==> src/rtl/move_exec_arbiter.sv <==
// Round-robin arbiter sharing one move executor among NUM_REQ requesters.
// Issued requests carry an id tag; results return through a credit-guarded FWFT response FIFO.
module move_exec_arbiter #(
    parameter int NUM_REQ      = 4,
    parameter int ID_W         = $clog2(NUM_REQ),
    parameter int EXEC_LATENCY = 1,
    parameter int RSP_DEPTH    = 2,
    parameter int MOVE_W       = 12,
    parameter int BOARD_W      = 64
) (
    input  logic                              clk_in,
    input  logic                              rst_in,
    input  logic [NUM_REQ-1:0]                req_valid_in,
    input  logic [NUM_REQ-1:0][MOVE_W-1:0]    req_move_in,
    input  logic [NUM_REQ-1:0][BOARD_W-1:0]   req_board_in,
    output logic [NUM_REQ-1:0]                req_ready_out,
    output logic [MOVE_W-1:0]                 exec_move_out,
    output logic [BOARD_W-1:0]                exec_board_out,
    output logic                              exec_valid_out,
    input  logic [BOARD_W-1:0]                exec_board_in,
    input  logic                              exec_captured_in,
    input  logic                              exec_valid_in,
    output logic                              rsp_valid_out,
    output logic [ID_W-1:0]                   rsp_id_out,
    output logic [BOARD_W-1:0]                rsp_board_out,
    output logic                              rsp_captured_out,
    input  logic                              rsp_ready_in,
    output logic                              busy_out,
    output logic                              err_out
);

    localparam int PTR_W = (RSP_DEPTH > 1) ? $clog2(RSP_DEPTH) : 1;
    localparam int CNT_W = $clog2(RSP_DEPTH + 1);
    localparam int OCC_W = $clog2(RSP_DEPTH + EXEC_LATENCY + 1);
    localparam logic [OCC_W-1:0] DEPTH_OCC = OCC_W'(RSP_DEPTH);

    function automatic logic [ID_W-1:0] rr_index(input logic [ID_W-1:0] base, input int offset);
        int s;
        s = int'(base) + offset;
        if (s >= NUM_REQ) s = s - NUM_REQ;
        return ID_W'(s);
    endfunction

    function automatic logic [PTR_W-1:0] ptr_inc(input logic [PTR_W-1:0] p);
        return (int'(p) == RSP_DEPTH - 1) ? '0 : p + PTR_W'(1);
    endfunction

    logic [ID_W-1:0]    rr_ptr_q;
    logic [EXEC_LATENCY-1:0] tag_vld_q;
    logic [ID_W-1:0]    tag_id_q [EXEC_LATENCY];
    logic [ID_W-1:0]    fifo_id_q [RSP_DEPTH];
    logic [BOARD_W-1:0] fifo_board_q [RSP_DEPTH];
    logic [RSP_DEPTH-1:0] fifo_cap_q;
    logic [PTR_W-1:0]   rd_q, wr_q;
    logic [CNT_W-1:0]   cnt_q, cnt_d;
    logic               err_q;

    logic [OCC_W-1:0]   inflight;
    logic [OCC_W-1:0]   occupancy;
    logic               credit_ok;
    logic               grant_vld;
    logic [ID_W-1:0]    grant_idx;
    logic               last_vld;
    logic               push, pop;

    always_comb begin
        inflight = '0;
        for (int i = 0; i < EXEC_LATENCY; i++) begin
            inflight = inflight + OCC_W'(tag_vld_q[i]);
        end
    end

    // Credits use registered occupancy only, keeping rsp_ready_in off the grant path.
    assign occupancy = OCC_W'(cnt_q) + inflight;
    assign credit_ok = occupancy < DEPTH_OCC;

    always_comb begin
        grant_vld = 1'b0;
        grant_idx = '0;
        for (int k = 0; k < NUM_REQ; k++) begin
            if (!grant_vld && req_valid_in[rr_index(rr_ptr_q, k)]) begin
                grant_vld = 1'b1;
                grant_idx = rr_index(rr_ptr_q, k);
            end
        end
        grant_vld = grant_vld && credit_ok && !rst_in;
    end

    always_comb begin
        req_ready_out = '0;
        exec_move_out = '0;
        exec_board_out = '0;
        if (grant_vld) begin
            req_ready_out[grant_idx] = 1'b1;
            exec_move_out = req_move_in[grant_idx];
            exec_board_out = req_board_in[grant_idx];
        end
    end

    assign exec_valid_out = grant_vld;

    always_ff @(posedge clk_in or posedge rst_in) begin
        if (rst_in) begin
            rr_ptr_q <= '0;
        end else if (grant_vld) begin
            rr_ptr_q <= rr_index(grant_idx, 1);
        end
    end

    // Tag stage EXEC_LATENCY-1 is aligned with the executor's valid_out.
    always_ff @(posedge clk_in or posedge rst_in) begin
        if (rst_in) begin
            tag_vld_q <= '0;
            for (int i = 0; i < EXEC_LATENCY; i++) tag_id_q[i] <= '0;
        end else begin
            tag_vld_q[0] <= grant_vld;
            tag_id_q[0]  <= grant_idx;
            for (int i = 1; i < EXEC_LATENCY; i++) begin
                tag_vld_q[i] <= tag_vld_q[i-1];
                tag_id_q[i]  <= tag_id_q[i-1];
            end
        end
    end

    assign last_vld = tag_vld_q[EXEC_LATENCY-1];
    assign push     = last_vld && exec_valid_in;
    assign pop      = (cnt_q != '0) && rsp_ready_in;

    always_comb begin
        cnt_d = cnt_q;
        case ({push, pop})
            2'b10:   cnt_d = cnt_q + CNT_W'(1);
            2'b01:   cnt_d = cnt_q - CNT_W'(1);
            default: cnt_d = cnt_q;
        endcase
    end

    always_ff @(posedge clk_in or posedge rst_in) begin
        if (rst_in) begin
            rd_q       <= '0;
            wr_q       <= '0;
            cnt_q      <= '0;
            fifo_cap_q <= '0;
            for (int i = 0; i < RSP_DEPTH; i++) begin
                fifo_id_q[i]    <= '0;
                fifo_board_q[i] <= '0;
            end
        end else begin
            if (push) begin
                fifo_id_q[wr_q]    <= tag_id_q[EXEC_LATENCY-1];
                fifo_board_q[wr_q] <= exec_board_in;
                fifo_cap_q[wr_q]   <= exec_captured_in;
                wr_q               <= ptr_inc(wr_q);
            end
            if (pop) begin
                rd_q <= ptr_inc(rd_q);
            end
            cnt_q <= cnt_d;
        end
    end

    // A stray or missing executor result is flagged; stray data is never pushed.
    always_ff @(posedge clk_in or posedge rst_in) begin
        if (rst_in) begin
            err_q <= 1'b0;
        end else if (last_vld != exec_valid_in) begin
            err_q <= 1'b1;
        end
    end

    assign rsp_valid_out    = (cnt_q != '0);
    assign rsp_id_out       = fifo_id_q[rd_q];
    assign rsp_board_out    = fifo_board_q[rd_q];
    assign rsp_captured_out = fifo_cap_q[rd_q];
    assign busy_out         = (inflight != '0) || (cnt_q != '0);
    assign err_out          = err_q;

endmodule

==> config.mk <==
export PLATFORM = sky130hd
export DESIGN_NAME = move_exec_arbiter
export DESIGN_NICKNAME = d
export VERILOG_FILES = /design/src/rtl/move_exec_arbiter.sv
export SDC_FILE = /design/constraint.sdc
export NUM_CORES = 1
export LEC_CHECK = 0
export CORE_AREA = 4 4 204 206
export CTS_BUF_LIST = sky130_fd_sc_hd__clkbuf_8
export DETAILED_ROUTE_END_ITERATION = 8
export DIE_AREA = 0 0 208 210
export GPL_TIMING_DRIVEN = 0
export PLACE_DENSITY_LB_ADDON = 0.25
export SLEW_MARGIN = 20
export SYNTH_ARGS = -nofsm -noshare
export SYNTH_HDL_FRONTEND = slang
export SYNTH_SLANG_ARGS = --single-unit
==> constraint.sdc <==
create_clock -name clk_in -period 9.1 [get_ports clk_in]
set_input_delay 1.82 -clock clk_in [delete_from_list [all_inputs] [get_ports clk_in]]
set_output_delay 1.82 -clock clk_in [all_outputs]
set_load 0.05 [all_outputs]
==> load_flow_metrics.sql, run 1 <==
INSERT INTO impl_metrics (metric_group, metric, value, unit) VALUES
('grt', 'overflow', '0', ''),
('floorplanning', 'floorplan.die.width', '208', 'µm'),
('logic_synthesis', 'syn_area_per_cell', '12.96', 'µm²'),
('clocking', 'cts_buffers', '17', ''),
('drt', 'postRouteWirelength', '40720', 'µm'),
('sta', 'grt_setup_unrepaired', 'no', ''),
('pwr', 'power.share.sequential', '20.4', '%'),
('layout', 'drive_above_1_share', '25.04', '%'),
('logic_synthesis', 'yosysMostFrequentCell', 'mux2_2', ''),
('logic_synthesis', 'list_of_most_frequent_post_synthesis_cells', '202 x mux2_2, 153 x mux2i_1, 144 x dfrtp_1', ''),
('logic_synthesis', 'synth_warnings', '0', ''),
('clocking', 'cts.sinks', '144', ''),
('pwr', 'p_leak', '6.169', 'nW'),
('setup_path', 'worst_setup_ep_type', 'output pin', ''),
('placed_design', 'buffer_ports.inserted', '527', ''),
('setup_path', 'critPathArrivalTime', '4770', 'ps'),
('min_path', 'worstHoldPathType', 'reg -> reg', ''),
('sta', 'finalSetupViolCount', '0', ''),
('drt', 'route.antenna.remaining_nets', '0', ''),
('run', 'max_cap_violations', '0', ''),
('clocking', 'cts-resized-gates', '0', ''),
('sta', 'max_slew_margin', '44.51', '%'),
('status', 'status', 'finished clean', ''),
('clocking', 'cts_buffer_depth', '2', ''),
('clocking', 'tritoncts', 'done', ''),
('sta', 'actual_transition_at_the_worst_max_transition_pin', '832.3', 'ps'),
('clocking', 'clk-insertion-delay-late', '450', 'ps'),
('sta', 'timing.fmax', '151.6', 'MHz'),
('sta', 'post-route-period-util', '72.47', '%'),
('logic_synthesis', 'area_share_of_the_largest_cell_type_after_synthesis', '41.25', '%'),
('logic_synthesis', 'yosys-top-cells-area', 'dfrtp_1 41%, mux2_2 26%, mux2i_1 18%', ''),
('sta', 'final-max-slew-violation-count', '0', ''),
('floorplanning', 'die_y', '210', 'µm'),
('setup_path', 'crit_path_max_fanout', '10', ''),
('grt', 'grt.met2_usage', '31.27', '%'),
('pwr', 'pwr_density_cell', '358.6', 'nW/µm²'),
('pwr', 'vdd_ir_drop_max', '0.0001421', 'V'),
('clocking', 'cts_post_setup_buffers_inserted', '0', ''),
('placed_design', 'hpwl', '33510', 'µm'),
('logic_synthesis', 'yosys_most_used_dff', 'dfrtp_1', ''),
('logic_synthesis', 'synth-edff-count', '0', ''),
('clocking', 'cts.root.buffer_cell', 'clkbuf_8', ''),
('layout', 'area_growth_syn_to_layout', '73.33', '%'),
('drt', 'avgViaCountPerCell', '4.409', ''),
('logic_synthesis', 'seq_cells_post_synth', '144', ''),
('setup_path', 'cp_data_required_time', '7280', 'ps'),
('clocking', 'htree_levels', '4', ''),
('pwr', 'cellInternalPower', '2.788', 'mW'),
('layout', 'final_util', '38.20', '%'),
('grt', 'met1_usage', '21.04', '%'),
('logic_synthesis', 'yosys.cell_types.count', '29', ''),
('floorplanning', 'standard_cell_core_area', '39640', 'µm²'),
('logic_synthesis', 'synth_cells', '674', ''),
('floorplanning', 'initial_core_util', '22.04', '%'),
('drt', 'drt_iter0_markers', '249', ''),
('sta', 'timing.final.hold_violations', '0', ''),
('grt', 'largest_net_degree_at_the_start_of_global_routing', '85', ''),
('logic_synthesis', 'fraction_of_the_yosys_area_taken_by_sequential_cells', '41.25', '%'),
('clocking', 'holdBufCountCts', '0', ''),
('setup_path', 'cpPeakStageDelay', '880', 'ps'),
('sta', 'clock_skew', '15.78', 'ps'),
('sta', 'setup_total_negative_slack', '0', 'ps'),
('placed_design', 'dpl.cell_count', '1727', ''),
('layout', 'finish.net_count', '1604', ''),
('pwr', 'fin_total_pwr', '5.431', 'mW'),
('pwr', 'sw_frac_of_total', '48.67', '%'),
('floorplanning', 'dieArea', '43680', 'µm²'),
('grt', 'vias_in_the_first_global_route', '8496', ''),
('pwr', 'part_of_the_power_in_combinational_logic', '69.6', '%'),
('placed_design', 'gp_congestion', '0.8941', ''),
('drt', 'route.detailed.drc', '0', '');
==> cell usage in the layout, fill, tap and decap left out <==
master / n
ha_1: 6
a21boi_1: 1
dfrtp_1: 144
and2_1: 5
a21oi_2: 1
nor3_4: 1
clkinv_2: 2
inv_1: 8
buf_1: 7
buf_2: 24
clkbuf_8: 21
o22ai_1: 48
or2_2: 2
nor4_1: 1
diode_2: 5
buf_16: 1
nor2_1: 3
o22ai_2: 29
inv_6: 1
o21ai_1: 1
mux2i_1: 153
buf_6: 13
nand2b_1: 1
a21oi_1: 2
clkinv_4: 2
or3_1: 1
bufinv_16: 3
buf_4: 3
o2bb2a_4: 1
mux2_2: 202
o21ai_2: 1
xnor2_1: 3
xor2_1: 3
clkdlybuf4s50_1: 527
nand2_1: 2
clkbuf_1: 9
inv_8: 1
nand2_2: 1
==> flip-flops by register name, indices dropped and copies added, names as in the netlist <==
name / flops
fifo_board_q: 128
last_vld: 1
err_out: 1
fifo_id_q: 4
tag_id_q: 2
rr_ptr_q: 2
cnt_q: 2
fifo_cap_q: 2
rd_q: 1
wr_q: 1
==> cells by family after synthesis <==
kind of cell | Yosys count | share of synthesized area, %
buffers and inverters | 62 | 4.254
flip-flops | 144 | 41.25
XOR/XNOR | 6 | 0.6017
multiplexers | 355 | 43.57
AO/OA/AOI/OAI | 84 | 8.279
AND/OR/NAND/NOR | 17 | 1.189
adder cells (fa/ha/maj) | 6 | 0.8593
==> per-stage QoR <==
stage          instance area (µm²)  setup slack, ps  hold WS, ps
2_1_floorplan                 8736             3414        463.4
3_3_place_gp                 14670            987.9        459.1
3_5_place_dp                 14700             2460        456.8
4_1_cts                      15130             2439        488.7
5_1_grt                      15140             2329        507.3
6_report                     15140             2505        486.8
==> power by group through the flow <==
stage | Combinational, mW | Clock, mW | Sequential [mW]
floorplan | 2.59 | 0 | 1.08
global placement | 3.80 | 0 | 1.11
detailed placement | 3.81 | 0 | 1.12
CTS | 3.83 | 0.571 | 1.11
global route | 3.96 | 0.593 | 1.15
finish | 3.78 | 0.543 | 1.11
==> area by class of cell <==
class                      instances  area [µm²]  share of cell area, %
buffer                            56       349.1                  2.305
antenna                            5       12.51                0.08263
multi-input combinational        468        4761                  31.44
timing repair buffer             528        5303                  35.02
sequential                       144        3603                  23.80
clock buffer                      21       289.0                  1.909
inverter                           6       30.03                 0.1983
tap                              525       656.9                  4.338
clock inverter                    11       137.6                 0.9089
==> final timing paths <==
path                                    startpoint                      endpoint  slack, ps  cells past startpoint
min                            err_out$_DFFE_PP0P_           err_out$_DFFE_PP0P_        490                      1
max in group asynchronous                   rst_in   fifo_board_q[7]$_DFFE_PP0P_       6400                      3
min in group asynchronous                   rst_in  fifo_board_q[99]$_DFFE_PP0P_       1910                      2
max                                req_valid_in[1]            exec_board_out[49]       2510                      8
min reg2reg                    err_out$_DFFE_PP0P_           err_out$_DFFE_PP0P_        490                      1
max reg2reg                rr_ptr_q[1]$_DFFE_PP0P_       rr_ptr_q[1]$_DFFE_PP0P_       6960                      8
==> routing by layer <==
layer	vias to the layer above	wire, µm
met3	24	3260
met4	6	328
met2	288	20740
met1	3836	16360
met5	-	35
li1	3624	-
==> worst reg2reg max path: stages (launching register included) <==
cell and delay (ps):
dfrtp_1 460, a21oi_1 210, o21ai_2 70, o2bb2a_4 190, buf_6 160, buf_6 200, buf_6 220, ha_1 260
mux2_2 260
No activity file was read; power rests on OpenSTA's default activity.
==> run 2: changes to the inputs <==
clock period = 5.4 ns   (was 9.1 ns; I/O delays follow)
==> results of run 2 <==
Same layout as run 1 (identical final DEF). Status: finished clean.
Main changes from that run: setup slack after placement 2460 ps -> 240.2 ps; setup slack after layout 2505 ps -> 285.2 ps; register-to-register setup slack 6960 ps -> 3260 ps; total power 5.431 mW -> 9.152 mW; worst IR drop on VDD 0.0001421 V -> 0.0002394 V
